**src/rtl/rv_pipe_ctrl_md.sv**
```systemverilog
// rv_pipe_ctrl_md: pipelined RV32 control unit with E-stage MUL/DIV sequencing.
// Decodes the D-stage opcode fields, carries controls through E/M/W, and
// raises md_busyE while a multi-cycle multiply/divide occupies E.
// Optional feature macro: RV_MEXT_EN enables decode of the M extension and the
// multiply/divide sequencer; without it those encodings decode as illegal.
module rv_pipe_ctrl_md #(
   parameter int MUL_LAT = 3,
   parameter int DIV_LAT = 34
) (
   input  logic       clk,
   input  logic       reset,
   input  logic [6:0] opD,
   input  logic [2:0] funct3D,
   input  logic [6:0] funct7D,
   output logic [2:0] ImmSrcD,
   output logic       ins_vldD,
   input  logic       FlushE,
   input  logic       StallE,
   input  logic       StallM,
   input  logic       takenE,
   output logic       PCSrcE,
   output logic       JumpE,
   output logic       BranchE,
   output logic [1:0] br_typeE,
   output logic       unsignE,
   output logic [4:0] ALUControlE,
   output logic [1:0] ALUSrcAE,
   output logic       ALUSrcBE,
   output logic       ResultSrcEb0,
   output logic       md_startE,
   output logic       md_busyE,
   output logic       RegWriteM,
   output logic [1:0] MemReadWriteM,
   output logic [1:0] data_typeM,
   output logic       unsignM,
   output logic       RegWriteW,
   output logic [1:0] ResultSrcW,
   output logic       illegalW
);

`ifdef RV_MEXT_EN
   localparam bit MEXT_ON = 1'b1;
`else
   localparam bit MEXT_ON = 1'b0;
`endif

   localparam int MAX_LAT = (MUL_LAT > DIV_LAT) ? MUL_LAT : DIV_LAT;
   localparam int CNT_W   = $clog2(MAX_LAT) + 1;
   localparam logic [CNT_W-1:0] MUL_CNT = CNT_W'(MUL_LAT - 1);
   localparam logic [CNT_W-1:0] DIV_CNT = CNT_W'(DIV_LAT - 1);
   localparam logic [CNT_W-1:0] CNT_ONE = CNT_W'(1);

   localparam logic [4:0] ALU_ADD  = 5'b00000;
   localparam logic [4:0] ALU_SUB  = 5'b00001;
   localparam logic [4:0] ALU_AND  = 5'b00010;
   localparam logic [4:0] ALU_OR   = 5'b00011;
   localparam logic [4:0] ALU_XOR  = 5'b00100;
   localparam logic [4:0] ALU_SLT  = 5'b00101;
   localparam logic [4:0] ALU_SLL  = 5'b00110;
   localparam logic [4:0] ALU_SLTU = 5'b00111;
   localparam logic [4:0] ALU_SRL  = 5'b01000;
   localparam logic [4:0] ALU_SRA  = 5'b01001;

   typedef struct packed {
      logic       reg_write;
      logic [1:0] result_src;
      logic [1:0] mem_rw;
      logic [1:0] data_type;
      logic       unsign;
      logic       jump;
      logic       branch;
      logic [1:0] br_type;
      logic [4:0] alu_ctrl;
      logic [1:0] alu_src_a;
      logic       alu_src_b;
      logic       illegal;
   } ctrl_e_t;

   typedef struct packed {
      logic       reg_write;
      logic [1:0] result_src;
      logic [1:0] mem_rw;
      logic [1:0] data_type;
      logic       unsign;
      logic       illegal;
   } ctrl_m_t;

   typedef struct packed {
      logic       reg_write;
      logic [1:0] result_src;
      logic       illegal;
   } ctrl_w_t;

   ctrl_e_t          dec;
   ctrl_e_t          ctrl_e;
   ctrl_m_t          m_next;
   ctrl_m_t          ctrl_m;
   ctrl_w_t          ctrl_w;
   logic [2:0]       imm_src;
   logic             valid;
   logic             load_e;
   logic             md_load;
   logic [CNT_W-1:0] md_lat;
   logic [CNT_W-1:0] cnt;
   logic             done;
   logic             start;

   function automatic logic [4:0] alu_base(input logic [2:0] f3, input logic alt);
      logic [4:0] op;
      case (f3)
         3'b000:  op = alt ? ALU_SUB : ALU_ADD;
         3'b001:  op = ALU_SLL;
         3'b010:  op = ALU_SLT;
         3'b011:  op = ALU_SLTU;
         3'b100:  op = ALU_XOR;
         3'b101:  op = alt ? ALU_SRA : ALU_SRL;
         3'b110:  op = ALU_OR;
         default: op = ALU_AND;
      endcase
      return op;
   endfunction

   // Decode the D-stage fields; anything unimplemented collapses to all-zero controls.
   always_comb begin
      dec     = '0;
      imm_src = 3'd0;
      valid   = 1'b1;
      case (opD)
         7'b0000011: begin
            dec.reg_write  = 1'b1;
            dec.result_src = 2'b01;
            dec.mem_rw     = 2'b10;
            dec.alu_src_b  = 1'b1;
            case (funct3D)
               3'b000:  dec.data_type = 2'b10;
               3'b001:  dec.data_type = 2'b01;
               3'b010:  dec.data_type = 2'b00;
               3'b100:  begin dec.data_type = 2'b10; dec.unsign = 1'b1; end
               3'b101:  begin dec.data_type = 2'b01; dec.unsign = 1'b1; end
               default: valid = 1'b0;
            endcase
         end
         7'b0100011: begin
            imm_src       = 3'd1;
            dec.mem_rw    = 2'b01;
            dec.alu_src_b = 1'b1;
            case (funct3D)
               3'b000:  dec.data_type = 2'b10;
               3'b001:  dec.data_type = 2'b01;
               3'b010:  dec.data_type = 2'b00;
               default: valid = 1'b0;
            endcase
         end
         7'b0110011: begin
            dec.reg_write = 1'b1;
            if (funct7D == 7'b0000000) begin
               dec.alu_ctrl = alu_base(funct3D, 1'b0);
               dec.unsign   = (funct3D == 3'b011);
            end else if (funct7D == 7'b0100000 && (funct3D == 3'b000 || funct3D == 3'b101)) begin
               dec.alu_ctrl = alu_base(funct3D, funct7D[5] & opD[5]);
`ifdef RV_MEXT_EN
            end else if (funct7D == 7'b0000001) begin
               dec.alu_ctrl = {2'b10, funct3D};
`endif
            end else begin
               valid = 1'b0;
            end
         end
         7'b0010011: begin
            dec.reg_write = 1'b1;
            dec.alu_src_b = 1'b1;
            if (funct3D == 3'b001) begin
               dec.alu_ctrl = ALU_SLL;
               valid        = (funct7D == 7'b0000000);
            end else if (funct3D == 3'b101) begin
               dec.alu_ctrl = alu_base(funct3D, funct7D[5]);
               valid        = (funct7D == 7'b0000000) || (funct7D == 7'b0100000);
            end else begin
               dec.alu_ctrl = alu_base(funct3D, 1'b0);
               dec.unsign   = (funct3D == 3'b011);
            end
         end
         7'b1100011: begin
            imm_src      = 3'd2;
            dec.branch   = 1'b1;
            dec.alu_ctrl = ALU_SUB;
            case (funct3D)
               3'b000:  dec.br_type = 2'b00;
               3'b001:  dec.br_type = 2'b01;
               3'b100:  dec.br_type = 2'b10;
               3'b101:  dec.br_type = 2'b11;
               3'b110:  begin dec.br_type = 2'b10; dec.unsign = 1'b1; end
               3'b111:  begin dec.br_type = 2'b11; dec.unsign = 1'b1; end
               default: valid = 1'b0;
            endcase
         end
         7'b1101111: begin
            imm_src        = 3'd3;
            dec.reg_write  = 1'b1;
            dec.jump       = 1'b1;
            dec.result_src = 2'b10;
         end
         7'b1100111: begin
            dec.reg_write  = 1'b1;
            dec.jump       = 1'b1;
            dec.result_src = 2'b10;
            dec.alu_src_b  = 1'b1;
            valid          = (funct3D == 3'b000);
         end
         7'b0110111: begin
            imm_src       = 3'd4;
            dec.reg_write = 1'b1;
            dec.alu_src_a = 2'b01;
            dec.alu_src_b = 1'b1;
         end
         7'b0010111: begin
            imm_src       = 3'd4;
            dec.reg_write = 1'b1;
            dec.alu_src_a = 2'b11;
            dec.alu_src_b = 1'b1;
         end
         default: valid = 1'b0;
      endcase
      if (!valid) begin
         dec         = '0;
         imm_src     = 3'd0;
         dec.illegal = (opD != 7'b0000000);
      end
   end

   assign ImmSrcD  = imm_src;
   assign ins_vldD = valid;

   assign load_e  = reset && !FlushE && !StallE;
   assign md_load = load_e && dec.alu_ctrl[4] && MEXT_ON;
   assign md_lat  = funct3D[2] ? DIV_CNT : MUL_CNT;

   // E pipeline register: flush and reset insert a bubble, StallE holds.
   always_ff @(posedge clk) begin
      if (!reset || FlushE) ctrl_e <= '0;
      else if (!StallE)     ctrl_e <= dec;
   end

   // Multiply/divide occupancy counter; it keeps counting through StallE and only a fresh load restarts it.
   always_ff @(posedge clk) begin
      if (!reset || FlushE) begin
         cnt   <= '0;
         done  <= 1'b0;
         start <= 1'b0;
      end else begin
         start <= md_load;
         if (md_load) begin
            cnt  <= md_lat;
            done <= (md_lat == '0);
         end else if (load_e) begin
            cnt  <= '0;
            done <= 1'b0;
         end else if (cnt != '0) begin
            cnt <= cnt - CNT_ONE;
            if (cnt == CNT_ONE) done <= 1'b1;
         end
      end
   end

   assign md_startE    = start;
   assign md_busyE     = MEXT_ON && ctrl_e.alu_ctrl[4] && (cnt != '0) && !done;
   assign PCSrcE       = (ctrl_e.branch & takenE) | ctrl_e.jump;
   assign JumpE        = ctrl_e.jump;
   assign BranchE      = ctrl_e.branch;
   assign br_typeE     = ctrl_e.br_type;
   assign unsignE      = ctrl_e.unsign;
   assign ALUControlE  = ctrl_e.alu_ctrl;
   assign ALUSrcAE     = ctrl_e.alu_src_a;
   assign ALUSrcBE     = ctrl_e.alu_src_b;
   assign ResultSrcEb0 = ctrl_e.result_src[0];

   // While the multi-cycle op is still running, M receives a bubble instead of the E controls.
   always_comb begin
      m_next = '0;
      if (!md_busyE) begin
         m_next.reg_write  = ctrl_e.reg_write;
         m_next.result_src = ctrl_e.result_src;
         m_next.mem_rw     = ctrl_e.mem_rw;
         m_next.data_type  = ctrl_e.data_type;
         m_next.unsign     = ctrl_e.unsign;
         m_next.illegal    = ctrl_e.illegal;
      end
   end

   // M pipeline register, held by StallM.
   always_ff @(posedge clk) begin
      if (!reset)       ctrl_m <= '0;
      else if (!StallM) ctrl_m <= m_next;
   end

   // W pipeline register, advances every cycle.
   always_ff @(posedge clk) begin
      if (!reset) ctrl_w <= '0;
      else        ctrl_w <= '{reg_write: ctrl_m.reg_write, result_src: ctrl_m.result_src, illegal: ctrl_m.illegal};
   end

   assign RegWriteM     = ctrl_m.reg_write;
   assign MemReadWriteM = ctrl_m.mem_rw;
   assign data_typeM    = ctrl_m.data_type;
   assign unsignM       = ctrl_m.unsign;
   assign RegWriteW     = ctrl_w.reg_write;
   assign ResultSrcW    = ctrl_w.result_src;
   assign illegalW      = ctrl_w.illegal;

endmodule

```
**config.mk**
```make
export PLATFORM = sky130hd
export DESIGN_NAME = rv_pipe_ctrl_md
export DESIGN_NICKNAME = d
export VERILOG_FILES = /design/src/rtl/rv_pipe_ctrl_md.sv
export SDC_FILE = /design/constraint.sdc
export NUM_CORES = 1
export LEC_CHECK = 0
export CAP_MARGIN = 10
export CORE_ASPECT_RATIO = 0.7
export CORE_MARGIN = 5
export CORE_UTILIZATION = 32
export CTS_CLUSTER_SIZE = 16
export DETAILED_ROUTE_END_ITERATION = 7
export SETUP_SLACK_MARGIN = 0.02
export SLEW_MARGIN = 40
export SYNTH_ARGS = -nofsm -noshare
export SYNTH_HDL_FRONTEND = slang
export SYNTH_SLANG_ARGS = --single-unit
```
**constraint.sdc**
```tcl
create_clock -name clk -period 1.8 [get_ports clk]
set_input_delay 0.18 -clock clk [delete_from_list [all_inputs] [get_ports clk]]
set_output_delay 0.18 -clock clk [all_outputs]
set_load 0.1 [all_outputs]
```
==> summary.txt <==
Worst setup path
  • CP max FO: 2
  • Worst path max stage delay: 0.53 ns
  • Critical path cell sequence: buf_6 -> or4_4 -> o32ai_2 -> nand3_2 -> nand3_4 -> a21boi_4 -> buf_12
  • Kind of critical path: in -> out
  • Critical path arrival: 1.69 ns
  • Worst setup SP type: input port
  • Worst Path Buf+Inv: 2
  • Slowest CP cell: or4_4
  • Crit path max-delay family: simple AND/OR/NAND/NOR gates
  • CP Capture Type: output pin
  • Worst EP required: 1.62 ns

Final layout
  • Fill cells: 479
  • Post-Layout Cell Count: 342
  • Register area: 641 sq um
  • # diodes: 0
  • Share of cells above drive strength 1: 41.1%
  • Fin nets: 292
  • Area Growth Syn to Fin: 59.6%
  • Multi-input logic area: 957 sq um
  • Commonest non-fill, non-tap cell in the layout: buf_4
  • Most frequent cells in the layout: buf_4, dfxtp_1, nand2_1
  • Post-layout util: 51.8%

Timing
  • Unrepaired setup endpoints after global routing: true
  • Final min period: 1.87 ns
  • PnR worst setup slack: -0.0650 ns
  • Period utilization: 104%
  • WHS: 0.454 ns
  • Setup violations, final: 2
  • F_max: 536 MHz
  • Final-report max-slew violation count: 0
  • Setup TNS: -0.113 ns
  • Clk_skew: 0.00282 ns
  • Final Hold Violating Endpoints: 0

Power and ir drop
  • Max rail drop VDD: 0.368 mV
  • PD cells: 624 nW/um^2
  • Leakage: 1.18 nW

Synthesis
  • Ys Warns: 0
  • Syn Area/Cell: 9.18 sq um
  • Sequential area share after synthesis: 38.4%
  • Cell variety after synth: 48
  • Synthesized flop and latch total: 32
  • Mapped Cells: 182
  • Synth Cell Area: 1670 sq um
  • Post-synth EDFFs: 0
  • Main synth FF type: dfxtp_1
  • Fraction of registers with async set or reset after synthesis: 0%

GRT
  • Initial antenna violation count: 0
  • Vias in the first global route: 1458
  • Total Routing Usage GR: 13.6%
  • Wire length of the first global-routing pass: 7100 um
  • Largest net degree at the start of global routing: 14
  • GRT overflow: 0

Place
  • Placed insts: 327
  • DP Wirelength: 3540 um
  • GPL Wtd Cong: 0.831
  • Port buffer count: 50

Drt
  • DRC viols: 0
  • ANT nets after route: 0
  • DRT iter0 DRCs: 61
  • Vias per inst: 4.54
  • TritonRoute pass-1 iters: 5
  • Total Wirelength: 4430 um
  • Via Count: 1554
  • Routed WL per cell: 13.0 um

Floorplan
  • Initial Util: 32.5%
  • Die W: 96.4 um
  • Ports: 54
  • Core area: 5150 sq um
  • Row count: 22
  • Die height: 70.4 um
  • Die area: 6790 sq um

Clocking
  • Clock Tree Root: clkbuf_8
  • Clock buffer depth: 2
  • Reg clk slew, reported paths: 0.07 ns
  • CTS buffer count: 5
  • CTS tree: done
  • Clock sinks: 32
  • H-tree levels: 2
  • Clk Latency, worst-skew pair: 0.28 ns

Worst hold path
  • Hold Path Class: reg -> reg

Outcome
  • Outcome: finished, violations left
  • Failing checks: negative setup slack

Flow run
  • Max Cap Viol: 0
## logic make-up (layout without fill, tap and decap cells)
kind of cell / Yosys count / count (layout) / share of synthesized area [%]
XOR/XNOR: 2 / 2 / 1.05
AO/OA/AOI/OAI: 42 / 42 / 19.4
buffers and inverters: 25 / 111 / 10.8
flip-flops: 32 / 32 / 38.4
multiplexers: 11 / 11 / 6.59
other: 1 / 3 / 0.225
AND/OR/NAND/NOR: 69 / 69 / 23.6
## path summary, 6_finish.rpt
kind	startpoint	to	slack (ns)	cells after the start
setup / recovery	funct7D[3]	ImmSrcD[0]	-0.07	7
hold / removal	ctrl_m[6]	ResultSrcW[0]	0.45	1
setup reg to reg	unsignE	unsignE	0.93	3
hold reg to reg	ctrl_m[6]	ResultSrcW[0]	0.45	1
## report_power, final
part           switching [mW]  internal, mW  total (mW)
Combinational           0.148         0.133       0.281
Clock                   0.260         0.410       0.670
Sequential            0.00123         0.710       0.712
Total                   0.409          1.25        1.66
## flip-flops by register name, indices dropped and copies added, names as in the netlist, 2 cells and up
signal	count
ctrl_e	7
ALUControlE	4
ctrl_m	3
ALUSrcAE	2
MemReadWriteM	2
ResultSrcW	2
br_typeE	2
data_typeM	2
## area by class of cell
cell class | count | share of cell area, %
multi-input cells | 127 | 35.9
repair buffers | 100 | 32.2
flip-flops and latches | 32 | 24.0
well taps | 72 | 3.38
clock buffers | 6 | 2.72
clock inverters | 2 | 1.31
inverters | 3 | 0.422
## metrics by stage
| step | power [mW] | setup WS [ns] | cell area (sq um) |
|---|---|---|---|
| floorplan | 0.862 | -0.464 | 1710 |
| global placement | 0.995 | -0.442 | 2440 |
| detailed placement | 0.996 | -0.449 | 2440 |
| CTS | 1.68 | -0.0924 | 2650 |
| global route | 1.73 | -0.142 | 2670 |
| finish | 1.66 | -0.0650 | 2670 |
## synth_stat cells (3+ instances only)
library cell | instances | area [sq um]
o21ai_0 | 7 | 35.0
nor2b_1 | 11 | 68.8
a21o_1 | 3 | 22.5
mux2i_1 | 11 | 110
nand3_1 | 5 | 25.0
inv_1 | 3 | 11.3
nor2_1 | 12 | 45.0
a21oi_1 | 8 | 40.0
and2_1 | 6 | 37.5
clkbuf_1 | 4 | 15.0
clkbuf_8 | 3 | 41.3
a22o_1 | 8 | 70.1
dfxtp_1 | 32 | 641
nand2_1 | 13 | 48.8
buf_4 | 15 | 113
## routing by layer
| metal | track usage, % | routed length, um | vias up |
|---|---|---|---|
| met5 | 0 | 0 | - |
| met4 | 3.73 | 48 | 0 |
| met3 | 4.74 | 305 | 8 |
| met2 | 18.1 | 1810 | 42 |
| met1 | 20.3 | 2270 | 696 |
| li1 | - | - | 808 |
## repair_timing
item                                    in CTS  in global routing
endpoints found under the setup margin      13                  2
hold buffers                                 0                  0
gates resized for setup                     36                  4
buffers inserted                             6                  1
pin swaps                                   11                  3
(Power assumes the default switching activity.)
